--- config.mk ---
export PLATFORM = sky130hd
export DESIGN_NAME = mc_ctrl_fsm
export DESIGN_NICKNAME = d
export VERILOG_FILES = /design/src/rtl/mc_ctrl_pkg.sv /design/src/rtl/mc_alu_dec.sv /design/src/rtl/mc_ctrl_fsm.sv
export SDC_FILE = /design/constraint.sdc
export NUM_CORES = 1
export LEC_CHECK = 0
export ABC_AREA = 1
export CAP_MARGIN = 20
export CORE_AREA = 2 2 43 45
export CTS_CLUSTER_DIAMETER = 50
export DETAILED_ROUTE_END_ITERATION = 8
export DIE_AREA = 0 0 45 47
export GPL_TIMING_DRIVEN = 0
export PLACE_DENSITY = 0.82
export SLEW_MARGIN = 30
export SYNTH_ARGS = -nofsm -noshare
export SYNTH_HDL_FRONTEND = slang
export SYNTH_SLANG_ARGS = --single-unit
--- constraint.sdc ---
create_clock -name clk -period 2.5 [get_ports clk]
set_input_delay 0.375 -clock clk [delete_from_list [all_inputs] [get_ports clk]]
set_output_delay 0.375 -clock clk [all_outputs]
set_load 0.05 [all_outputs]
--- src/rtl/mc_ctrl_pkg.sv ---
// mc_ctrl_pkg -- shared types and encodings for the multicycle MIPS control unit.
//
// Contents:
//   state_t      : the twelve controller states
//   alu_class_t  : what the FSM asks of the ALU decoder (add, sub, or use funct)
//   OP_* / F_*   : opcode and funct field values the controller recognises
//   ALU_*        : 3-bit ALU operation encodings shared with the datapath ALU
//   SRCB_* / PCSRC_* : datapath mux select encodings
//
// Optional feature macro: MC_CTRL_BNE_EN (see mc_ctrl_fsm.sv).
package mc_ctrl_pkg;

  typedef enum logic [3:0] {
    FETCH   = 4'd0,
    DECODE  = 4'd1,
    MEMADR  = 4'd2,
    MEMRD   = 4'd3,
    MEMWB   = 4'd4,
    MEMWR   = 4'd5,
    EXECUTE = 4'd6,
    ALUWB   = 4'd7,
    BRANCH  = 4'd8,
    ADDIEX  = 4'd9,
    ADDIWB  = 4'd10,
    JUMP    = 4'd11
  } state_t;

  typedef enum logic [1:0] {
    ALUC_ADD   = 2'd0,
    ALUC_SUB   = 2'd1,
    ALUC_FUNCT = 2'd2
  } alu_class_t;

  // Opcodes (instr[31:26])
  localparam logic [5:0] OP_RTYPE = 6'b000000;
  localparam logic [5:0] OP_LW    = 6'b100011;
  localparam logic [5:0] OP_SW    = 6'b101011;
  localparam logic [5:0] OP_BEQ   = 6'b000100;
  localparam logic [5:0] OP_BNE   = 6'b000101;
  localparam logic [5:0] OP_ADDI  = 6'b001000;
  localparam logic [5:0] OP_J     = 6'b000010;

  // R-type funct codes (instr[5:0])
  localparam logic [5:0] F_ADD = 6'b100000;
  localparam logic [5:0] F_SUB = 6'b100010;
  localparam logic [5:0] F_AND = 6'b100100;
  localparam logic [5:0] F_OR  = 6'b100101;
  localparam logic [5:0] F_SLT = 6'b101010;

  // ALU operation encodings
  localparam logic [2:0] ALU_ADD = 3'b010;
  localparam logic [2:0] ALU_SUB = 3'b110;
  localparam logic [2:0] ALU_AND = 3'b000;
  localparam logic [2:0] ALU_OR  = 3'b001;
  localparam logic [2:0] ALU_SLT = 3'b111;

  // ALU B operand select
  localparam logic [1:0] SRCB_REG     = 2'b00;
  localparam logic [1:0] SRCB_FOUR    = 2'b01;
  localparam logic [1:0] SRCB_IMM     = 2'b10;
  localparam logic [1:0] SRCB_IMM_SH2 = 2'b11;

  // Next-PC select
  localparam logic [1:0] PCSRC_ALU    = 2'b00;
  localparam logic [1:0] PCSRC_ALUOUT = 2'b01;
  localparam logic [1:0] PCSRC_JUMP   = 2'b10;

endpackage

--- src/rtl/mc_alu_dec.sv ---
// mc_alu_dec -- combinational ALU operation decoder.
//
// Ports:
//   alu_class      in  what the FSM wants: fixed add, fixed sub, or decode funct
//   funct          in  instr[5:0]
//   alu_op         out ALU operation code; 010 (add) whenever nothing else applies
//   funct_illegal  out high when alu_class asks for funct decode and funct is unknown
module mc_alu_dec
  import mc_ctrl_pkg::*;
#(
  parameter int FUNCT_W  = 6,
  parameter int ALU_OP_W = 3
) (
  input  alu_class_t            alu_class,
  input  logic [FUNCT_W-1:0]    funct,
  output logic [ALU_OP_W-1:0]   alu_op,
  output logic                  funct_illegal
);

  always_comb begin
    alu_op        = ALU_OP_W'(ALU_ADD);
    funct_illegal = 1'b0;
    case (alu_class)
      ALUC_ADD: alu_op = ALU_OP_W'(ALU_ADD);
      ALUC_SUB: alu_op = ALU_OP_W'(ALU_SUB);
      ALUC_FUNCT: begin
        case (funct)
          F_ADD:   alu_op = ALU_OP_W'(ALU_ADD);
          F_SUB:   alu_op = ALU_OP_W'(ALU_SUB);
          F_AND:   alu_op = ALU_OP_W'(ALU_AND);
          F_OR:    alu_op = ALU_OP_W'(ALU_OR);
          F_SLT:   alu_op = ALU_OP_W'(ALU_SLT);
          // Unknown funct keeps add so the result is deterministic.
          default: funct_illegal = 1'b1;
        endcase
      end
      default: alu_op = ALU_OP_W'(ALU_ADD);
    endcase
  end

endmodule

--- src/rtl/mc_ctrl_fsm.sv ---
// mc_ctrl_fsm -- multicycle MIPS control unit (Moore FSM).
//
// Sequences FETCH/DECODE/execute/writeback per instruction and drives every
// datapath mux select and write enable, plus the 3-bit ALU operation.
//
// Ports:
//   clk, reset     rising-edge clock, synchronous active-high reset
//   opcode, funct  instruction fields from the instruction register
//   zero           ALU equality flag, used only for the branch decision
//   iord, mem_write, ir_write, reg_dst, mem_to_reg, reg_write,
//   alu_src_a, alu_src_b, pc_src, pc_en   datapath controls
//   alu_op         ALU operation (never X; 010 when unmapped)
//   illegal_op     one-cycle pulse on an unsupported opcode (DECODE) or funct (EXECUTE)
//   dbg_state      current state register, for observation only
//
// Optional feature macro MC_CTRL_BNE_EN: when defined, opcode 000101 (bne)
// branches on ~zero; when undefined it is treated as an illegal opcode.
//
// Reset forces all outputs to their FETCH values, with pc_en, ir_write,
// reg_write, mem_write and illegal_op held low, so an aborted instruction
// never completes a write.
module mc_ctrl_fsm
  import mc_ctrl_pkg::*;
#(
  parameter int OP_W     = 6,
  parameter int FUNCT_W  = 6,
  parameter int ALU_OP_W = 3
) (
  input  logic                 clk,
  input  logic                 reset,
  input  logic [OP_W-1:0]      opcode,
  input  logic [FUNCT_W-1:0]   funct,
  input  logic                 zero,
  output logic                 iord,
  output logic                 mem_write,
  output logic                 ir_write,
  output logic                 reg_dst,
  output logic                 mem_to_reg,
  output logic                 reg_write,
  output logic                 alu_src_a,
  output logic [1:0]           alu_src_b,
  output logic [1:0]           pc_src,
  output logic                 pc_en,
  output logic [ALU_OP_W-1:0]  alu_op,
  output logic                 illegal_op,
  output state_t               dbg_state
);

  state_t     state, next_state;
  alu_class_t alu_class;
  logic       pc_write;
  logic       branch;
  logic       taken;
  logic       op_illegal;
  logic       funct_illegal;

  // State register: the only storage in the default build.
  always_ff @(posedge clk) begin
    if (reset) state <= FETCH;
    else       state <= next_state;
  end

`ifdef MC_CTRL_BNE_EN
  // Remembers whether the branch in flight is bne, so BRANCH can invert zero.
  logic bne_q;

  always_ff @(posedge clk) begin
    if (reset)                 bne_q <= 1'b0;
    else if (state == DECODE)  bne_q <= (opcode == OP_BNE);
  end

  assign taken = bne_q ? ~zero : zero;
`else
  assign taken = zero;
`endif

  // Next-state and Moore outputs.
  always_comb begin
    next_state = FETCH;
    iord       = 1'b0;
    mem_write  = 1'b0;
    ir_write   = 1'b0;
    reg_dst    = 1'b0;
    mem_to_reg = 1'b0;
    reg_write  = 1'b0;
    alu_src_a  = 1'b0;
    alu_src_b  = SRCB_REG;
    pc_src     = PCSRC_ALU;
    pc_write   = 1'b0;
    branch     = 1'b0;
    alu_class  = ALUC_ADD;
    op_illegal = 1'b0;

    case (state)
      FETCH: begin
        ir_write   = 1'b1;
        pc_write   = 1'b1;
        alu_src_b  = SRCB_FOUR;
        next_state = DECODE;
      end
      DECODE: begin
        // Branch target computed speculatively into ALUOut.
        alu_src_b = SRCB_IMM_SH2;
        case (opcode)
          OP_LW, OP_SW: next_state = MEMADR;
          OP_RTYPE:     next_state = EXECUTE;
          OP_BEQ:       next_state = BRANCH;
`ifdef MC_CTRL_BNE_EN
          OP_BNE:       next_state = BRANCH;
`endif
          OP_ADDI:      next_state = ADDIEX;
          OP_J:         next_state = JUMP;
          default: begin
            op_illegal = 1'b1;
            next_state = FETCH;
          end
        endcase
      end
      MEMADR: begin
        alu_src_a  = 1'b1;
        alu_src_b  = SRCB_IMM;
        next_state = (opcode == OP_LW) ? MEMRD : MEMWR;
      end
      MEMRD: begin
        iord       = 1'b1;
        next_state = MEMWB;
      end
      MEMWB: begin
        mem_to_reg = 1'b1;
        reg_write  = 1'b1;
      end
      MEMWR: begin
        iord      = 1'b1;
        mem_write = 1'b1;
      end
      EXECUTE: begin
        alu_src_a  = 1'b1;
        alu_src_b  = SRCB_REG;
        alu_class  = ALUC_FUNCT;
        // Unknown funct still proceeds to ALUWB with an add result.
        next_state = ALUWB;
      end
      ALUWB: begin
        reg_dst   = 1'b1;
        reg_write = 1'b1;
      end
      BRANCH: begin
        alu_src_a = 1'b1;
        alu_class = ALUC_SUB;
        pc_src    = PCSRC_ALUOUT;
        branch    = 1'b1;
      end
      ADDIEX: begin
        alu_src_a  = 1'b1;
        alu_src_b  = SRCB_IMM;
        next_state = ADDIWB;
      end
      ADDIWB: begin
        reg_write = 1'b1;
      end
      JUMP: begin
        pc_src   = PCSRC_JUMP;
        pc_write = 1'b1;
      end
      default: next_state = FETCH;
    endcase

    // Reset overrides everything with FETCH values minus the write enables.
    if (reset) begin
      iord       = 1'b0;
      mem_write  = 1'b0;
      ir_write   = 1'b0;
      reg_dst    = 1'b0;
      mem_to_reg = 1'b0;
      reg_write  = 1'b0;
      alu_src_a  = 1'b0;
      alu_src_b  = SRCB_FOUR;
      pc_src     = PCSRC_ALU;
      pc_write   = 1'b0;
      branch     = 1'b0;
      alu_class  = ALUC_ADD;
      op_illegal = 1'b0;
    end
  end

  mc_alu_dec #(
    .FUNCT_W  (FUNCT_W),
    .ALU_OP_W (ALU_OP_W)
  ) u_alu_dec (
    .alu_class     (alu_class),
    .funct         (funct),
    .alu_op        (alu_op),
    .funct_illegal (funct_illegal)
  );

  assign pc_en      = pc_write | (branch & taken);
  assign illegal_op = op_illegal | funct_illegal;
  assign dbg_state  = state;

endmodule

==> run_results.csv, run 1 <==
group,metric,value,unit
run_status,run_status,"finished, final reports clean",
floorplan,row_count,15,
layout,finalInstanceArea,0.00109,mm^2
clock_tree,cts_inserted_buffers,3,
yosys,syn_nets,137,
layout,diodes,0,
drt,dr_total_vias,881,
timing,max_slew_margin,66.2,%
clock_tree,path_clk_slew,0.04,ns
yosys,yosysMostFrequentCell,"nor2_1",
yosys,synth_top_cell_area_share,16.0,%
grt,grt_max_degree,11,
power,leakage,0.460,nW
timing,hold_slack,0.543,ns
placed_design,dpl.hpwl,1.49,mm
clock_tree,htree_levels,1,
setup_path,path_class,"reg2out",
yosys,avgSynthCellArea,5.51,um^2
yosys,synth-async-reset-ratio,0,%
yosys,synth-main-ff-cell,"dfxtp_1",
setup_path,path_cells,"buf_6, nand2_1, nor2_1, nand2_1, o21ai_1, clkdlybuf4s50_1",
drt,wl_per_cell,10.5,um
layout,n_fill_cell,159,
floorplan,start_util,39.7,%
floorplan,num_io_pins,35,
layout,seq_area,81.3,um^2
grt,grtUsageTotal,17.7,%
timing,post-route-period-util,96.3,%
drt,drt_pass1_iterations,4,
clock_tree,clock_path_buffers,2,
placed_design,dpl-instance-area,0.00106,mm^2
yosys,synthDistinctLibCells,25,
yosys,synth_edf_count,0,
timing,fin_skew,0.00102,ns
layout,final_util,66.1,%
setup_path,cp-start-kind,"flip-flop",
drt,viasPerCell,5.06,
timing,finalWorstSetupSlack,0.0920,ns
flow_run,cap_violations,0,
grt,antenna_found_initial,0,
floorplan,die_h,47,um
setup_path,cp-end-kind,"output port",
timing,slew_violations,0,
timing,rsz0062_at_grt,"true",
floorplan,die_area,0.00212,mm^2
grt,overflow,0,
placed_design,numPortBuffers,34,
clock_tree,cts.sinks,4,
drt,postRouteAntennaNets,0,
setup_path,critPathMaxFanout,10,
drt,drtIter0Drc,15,
timing,worst_pin_slew,0.505,ns
setup_path,critPathArrivalTime,2.03,ns
yosys,yosys-top-cells-count,"28 x nor2_1, 20 x nand2_1, 18 x inv_1",
clock_tree,tritoncts,"built",
clock_tree,cts-root-buf,"clkbuf_4",
yosys,ys_seq_area_share,12.2,%
layout,syn2layout_area_growth,66.4,%
timing,max_freq,415,MHz
placed_design,dp_slack,-0.836,ns
timing,setup-tns-final,0,ns
yosys,synth_area_leader_cell,"nor2_1",
yosys,syn_area,656,um^2
power,peakVddDrop,263,uV
setup_path,slowest_delay,0.81,ns
timing,hold_viol,0,
drt,routed_wl,1.83,mm
layout,largest_register_ffs,4,
layout,multi_input_area,527,um^2
yosys,synth_warnings,0,
drt,drc,0,
yosys,netlist_top_cells_area,"nor2_1 16%, dfxtp_1 12%, nand3_1 12%",
power,pwr_density_cell,240,mW/mm^2
setup_path,critPathBufInv,2,
layout,drive_gt1_share,19.7,%
timing,period_needed,2.41,ns
clock_tree,insertion_delay,0.23,ns
setup_path,cp_slowest_cell,"clkdlybuf4s50_1",
placed_design,routabilityCongestion,0.842,
setup_path,crit_top_cell,"nand2_1",
hold_path,hold_path_class,"reg2reg",
floorplan,coreArea,0.00165,mm^2
floorplan,die_w,45,um
timing,setup_viol,0,
grt,grt_pass1_vias,741,
layout,final_net_count,177,
grt,grt_pass1_wl,2.91,mm
setup_path,required,2.12,ns
yosys,synth.ff_latch_count,4,
yosys,syn_inst,119,
setup_path,crit_family,"buffers and inverters",
==> logic make-up after synthesis <==
| kind of cell | count (synthesis) | share of synthesized area, % |
|---|---|---|
| buffers and inverters | 22 | 14.3 |
| adders and majority gates | 3 | 5.73 |
| DFF | 4 | 12.2 |
| and+or+nand+nor | 79 | 57.8 |
| AOI/OAI and AO/OA | 11 | 9.92 |
==> area by class of cell <==
| type | count | area share, % |
|---|---|---|
| Tap cell | 17 | 1.95 |
| Buffer | 3 | 2.41 |
| Multi-Input combinational cell | 93 | 48.3 |
| Clock buffer | 3 | 2.06 |
| Sequential cell | 4 | 7.45 |
| Timing Repair Buffer | 35 | 31.3 |
| Inverter | 19 | 6.54 |
==> cell usage in the layout (no fill, tap or decap), types with 2 or more instances in the layout <==
master	netlist	routed
a21oi_1	4	3
buf_2	0	2
buf_4	1	2
buf_6	1	3
clkbuf_4	0	4
clkdlybuf4s50_1	0	28
dfxtp_1	4	3
ha_1	3	3
inv_1	18	14
inv_2	1	5
nand2_1	20	19
nand2_2	2	3
nand3_1	16	16
nand4_1	6	6
nor2_1	28	26
nor2_2	0	2
nor2_4	2	2
o21ai_1	1	2
==> tightest hold or removal path, stage by stage (launching register included) <==
cell	delay, ns
dfxtp_2	0.35
nor2_1	0.11
nor2_1	0.04
==> stage by stage <==
stage / instances / total power, mW
floorplan: 119 / 0.138
global placement: 170 / 0.182
detailed placement: 170 / 0.184
CTS: 174 / 0.266
global route: 174 / 0.277
finish: 174 / 0.261
==> layer usage <==
layer	wire length [um]	track usage [%]	up-vias
li1	-	-	466
met2	880	32.0	28
met5	0	0	-
met4	0	4.12	0
met3	106	0	0
met1	840	23.6	387
==> final timing paths <==
check / from / end / slack [ns] / cells past startpoint
setup reg to reg: dbg_state[2] / dbg_state[2] / 1.27 / 7
hold / removal: dbg_state[3] / dbg_state[3] / 0.54 / 2
setup / recovery: dbg_state[0] / iord / 0.09 / 6
hold reg to reg: dbg_state[3] / dbg_state[3] / 0.54 / 2
==> power by group <==
| group | leakage, nW | switching, mW | internal, mW |
|---|---|---|---|
| Sequential | 0.0331 | 0.00265 | 0.0661 |
| Clock | 0.0138 | 0.0245 | 0.0536 |
| Combinational | 0.413 | 0.0673 | 0.0473 |
==> timing repair <==
action                     CTS  global route
pin swaps                    0             0
setup buffers                1             0
gates resized for setup     27             7
setup endpoints to repair    8            10
hold buffers                 0             0
(Power assumes the default switching activity.)
==> run 2, diff against run 1 <==
==> constraint.sdc (replaced) <==
create_clock -name clk -period 2.5 [get_ports clk]
set_input_delay 0.25 -clock clk [delete_from_list [all_inputs] [get_ports clk]]
set_output_delay 0.25 -clock clk [all_outputs]
set_load 0.05 [all_outputs]
==> run_results.csv, run 2 (synthesis results as in run 1) <==
group,metric,value,unit
setup_path,cp_slowest_cell,"clkdlybuf4s50_1",
timing,hold_viol,0,
clock_tree,cts-root-buf,"clkbuf_4",
run_status,run_status,"finished, final reports clean",
placed_design,dpl.hpwl,1.53,mm
power,leakage,0.461,nW
timing,period_needed,2.35,ns
floorplan,start_util,39.7,%
drt,drt_pass1_iterations,4,
layout,final_net_count,176,
placed_design,numPortBuffers,34,
setup_path,path_class,"reg2out",
timing,max_slew_margin,66.2,%
setup_path,cp-start-kind,"flip-flop",
clock_tree,cts_inserted_buffers,3,
drt,routed_wl,1.85,mm
floorplan,num_io_pins,35,
drt,viasPerCell,5.12,
floorplan,coreArea,0.00165,mm^2
flow_run,cap_violations,0,
timing,setup-tns-final,0,ns
clock_tree,htree_levels,1,
layout,largest_register_ffs,4,
setup_path,rrSetupSlack,1.29,ns
layout,syn2layout_area_growth,59.5,%
power,peakVddDrop,314,uV
power,clkPwrFrac,29.4,%
clock_tree,clock_path_buffers,2,
grt,grtUsageTotal,17.6,%
drt,drc,0,
timing,fin_skew,0.000137,ns
drt,wl_per_cell,10.7,um
power,pwr_density_cell,247,mW/mm^2
power,p_sw_share,35.8,%
layout,drive_gt1_share,14.7,%
grt,grt_pass1_wl,2.82,mm
grt,overflow,0,
hold_path,whs_path_depth,2,
drt,postRouteAntennaNets,0,
setup_path,critPathArrivalTime,2.10,ns
floorplan,die_w,45,um
grt,antenna_found_initial,0,
setup_path,critPathMaxFanout,5,
timing,rsz0062_at_grt,"false",
timing,setup_viol,0,
clock_tree,cts.sinks,4,
timing,max_freq,425,MHz
timing,worst_pin_slew,0.506,ns
layout,diodes,0,
grt,grt_max_degree,11,
placed_design,routabilityCongestion,0.855,
power,power_frac_seq,26.5,%
hold_path,hold_path_class,"reg2reg",
timing,post-route-period-util,94.1,%
timing,hold_slack,0.525,ns
placed_design,place_inst,170,
setup_path,rr_worst_depth,7,
power,p_switching,0.0924,mW
timing,slew_violations,0,
layout,mostFrequentLayoutCells,"29 x clkdlybuf4s50_1, 28 x nor2_1, 20 x nand2_1",
floorplan,die_h,47,um
clock_tree,insertion_delay,0.23,ns
layout,fin_cells,173,
clock_tree,post_cts_buffers,0,
drt,drtIter0Drc,25,
clock_tree,cts_hold_buf,0,
grt,grt_pass1_vias,752,
power,p_int,0.166,mW
setup_path,cp-end-kind,"output port",
floorplan,die_area,0.00212,mm^2
clock_tree,path_clk_slew,0.03,ns
power,p_comb_share,44.1,%
floorplan,row_count,15,
layout,final_common_cell,"clkdlybuf4s50_1",
drt,dr_total_vias,885,
clock_tree,tritoncts,"built",
setup_path,path_cells,"inv_1, nor2_1, nand3_1, a31oi_1, clkdlybuf4s50_1",
setup_path,slowest_delay,0.83,ns
setup_path,required,2.25,ns
## run 2: cell count changes in the layout (fill, tap and decap cells not counted), moves of 2 or more
cell,previous run,this run
buf_2,2,0
buf_6,3,1
clkbuf_2,0,3
inv_1,14,17
inv_2,5,2
nor2_1,26,28
nor2_2,2,0
## run 2: repair_timing
item / CTS / global route
hold endpoints to repair: 0 / 0
setup endpoints to repair: 4 / 5
gates resized for setup: 12 / 12
pin swaps: 0 / 0
## run 2: power by group through the flow
stage	combinational, mW	sequential [mW]	clock [mW]
after CTS	0.114	0.0684	0.0801
after detailed placement	0.114	0.0694	0
after global placement	0.112	0.0695	0
final	0.114	0.0685	0.0760
after floorplan	0.0609	0.0758	0
after global routing	0.122	0.0689	0.0818
## run 2: final timing paths
path | start | end
max reg2reg | dbg_state[2] | dbg_state[2]
min reg2reg | dbg_state[3] | dbg_state[3]
min | dbg_state[3] | dbg_state[3]
max | dbg_state[2] | reg_write
## run 2: metrics by stage
| stage | utilization (%) | area [um^2] | power (mW) | setup slack [ns] |
|---|---|---|---|---|
| finish | 63.3 | 1050 | 0.258 | 0.148 |
| detailed placement | 62.6 | 1030 | 0.184 | -0.479 |
| global placement | 62.6 | 1030 | 0.181 | -0.448 |
| floorplan | - | 672 | 0.137 | -0.0204 |
| global route | 63.3 | 1050 | 0.272 | 0.00786 |
| CTS | 63.7 | 1050 | 0.262 | 0.0171 |
## run 2: layer usage
metal / vias up / wire [um] / global-route usage, %
li1: 463 / - / -
met1: 389 / 786 / 20.4
met2: 33 / 972 / 33.1
met3: 0 / 91 / 3.46
met4: 0 / 0 / 4.12
met5: - / 0 / 0
## run 2: area by class of cell
class                           instances  area, um^2
Fill cell                             149         606
Timing Repair Buffer                   34         328
Clock buffer                            3        22.5
Sequential cell                         4        81.3
Inverter                               19        71.3
Tap cell                               17        21.3
Multi-Input combinational cell         93         498
Buffer                                  3        23.8
## run 2: critical path, delay by kind of cell, from the launching register on
family / cells / cell delay, ns
compound gates: 1 / 0.17
buf+inv: 2 / 0.92
flops: 1 / 0.39
simple gates: 2 / 0.39
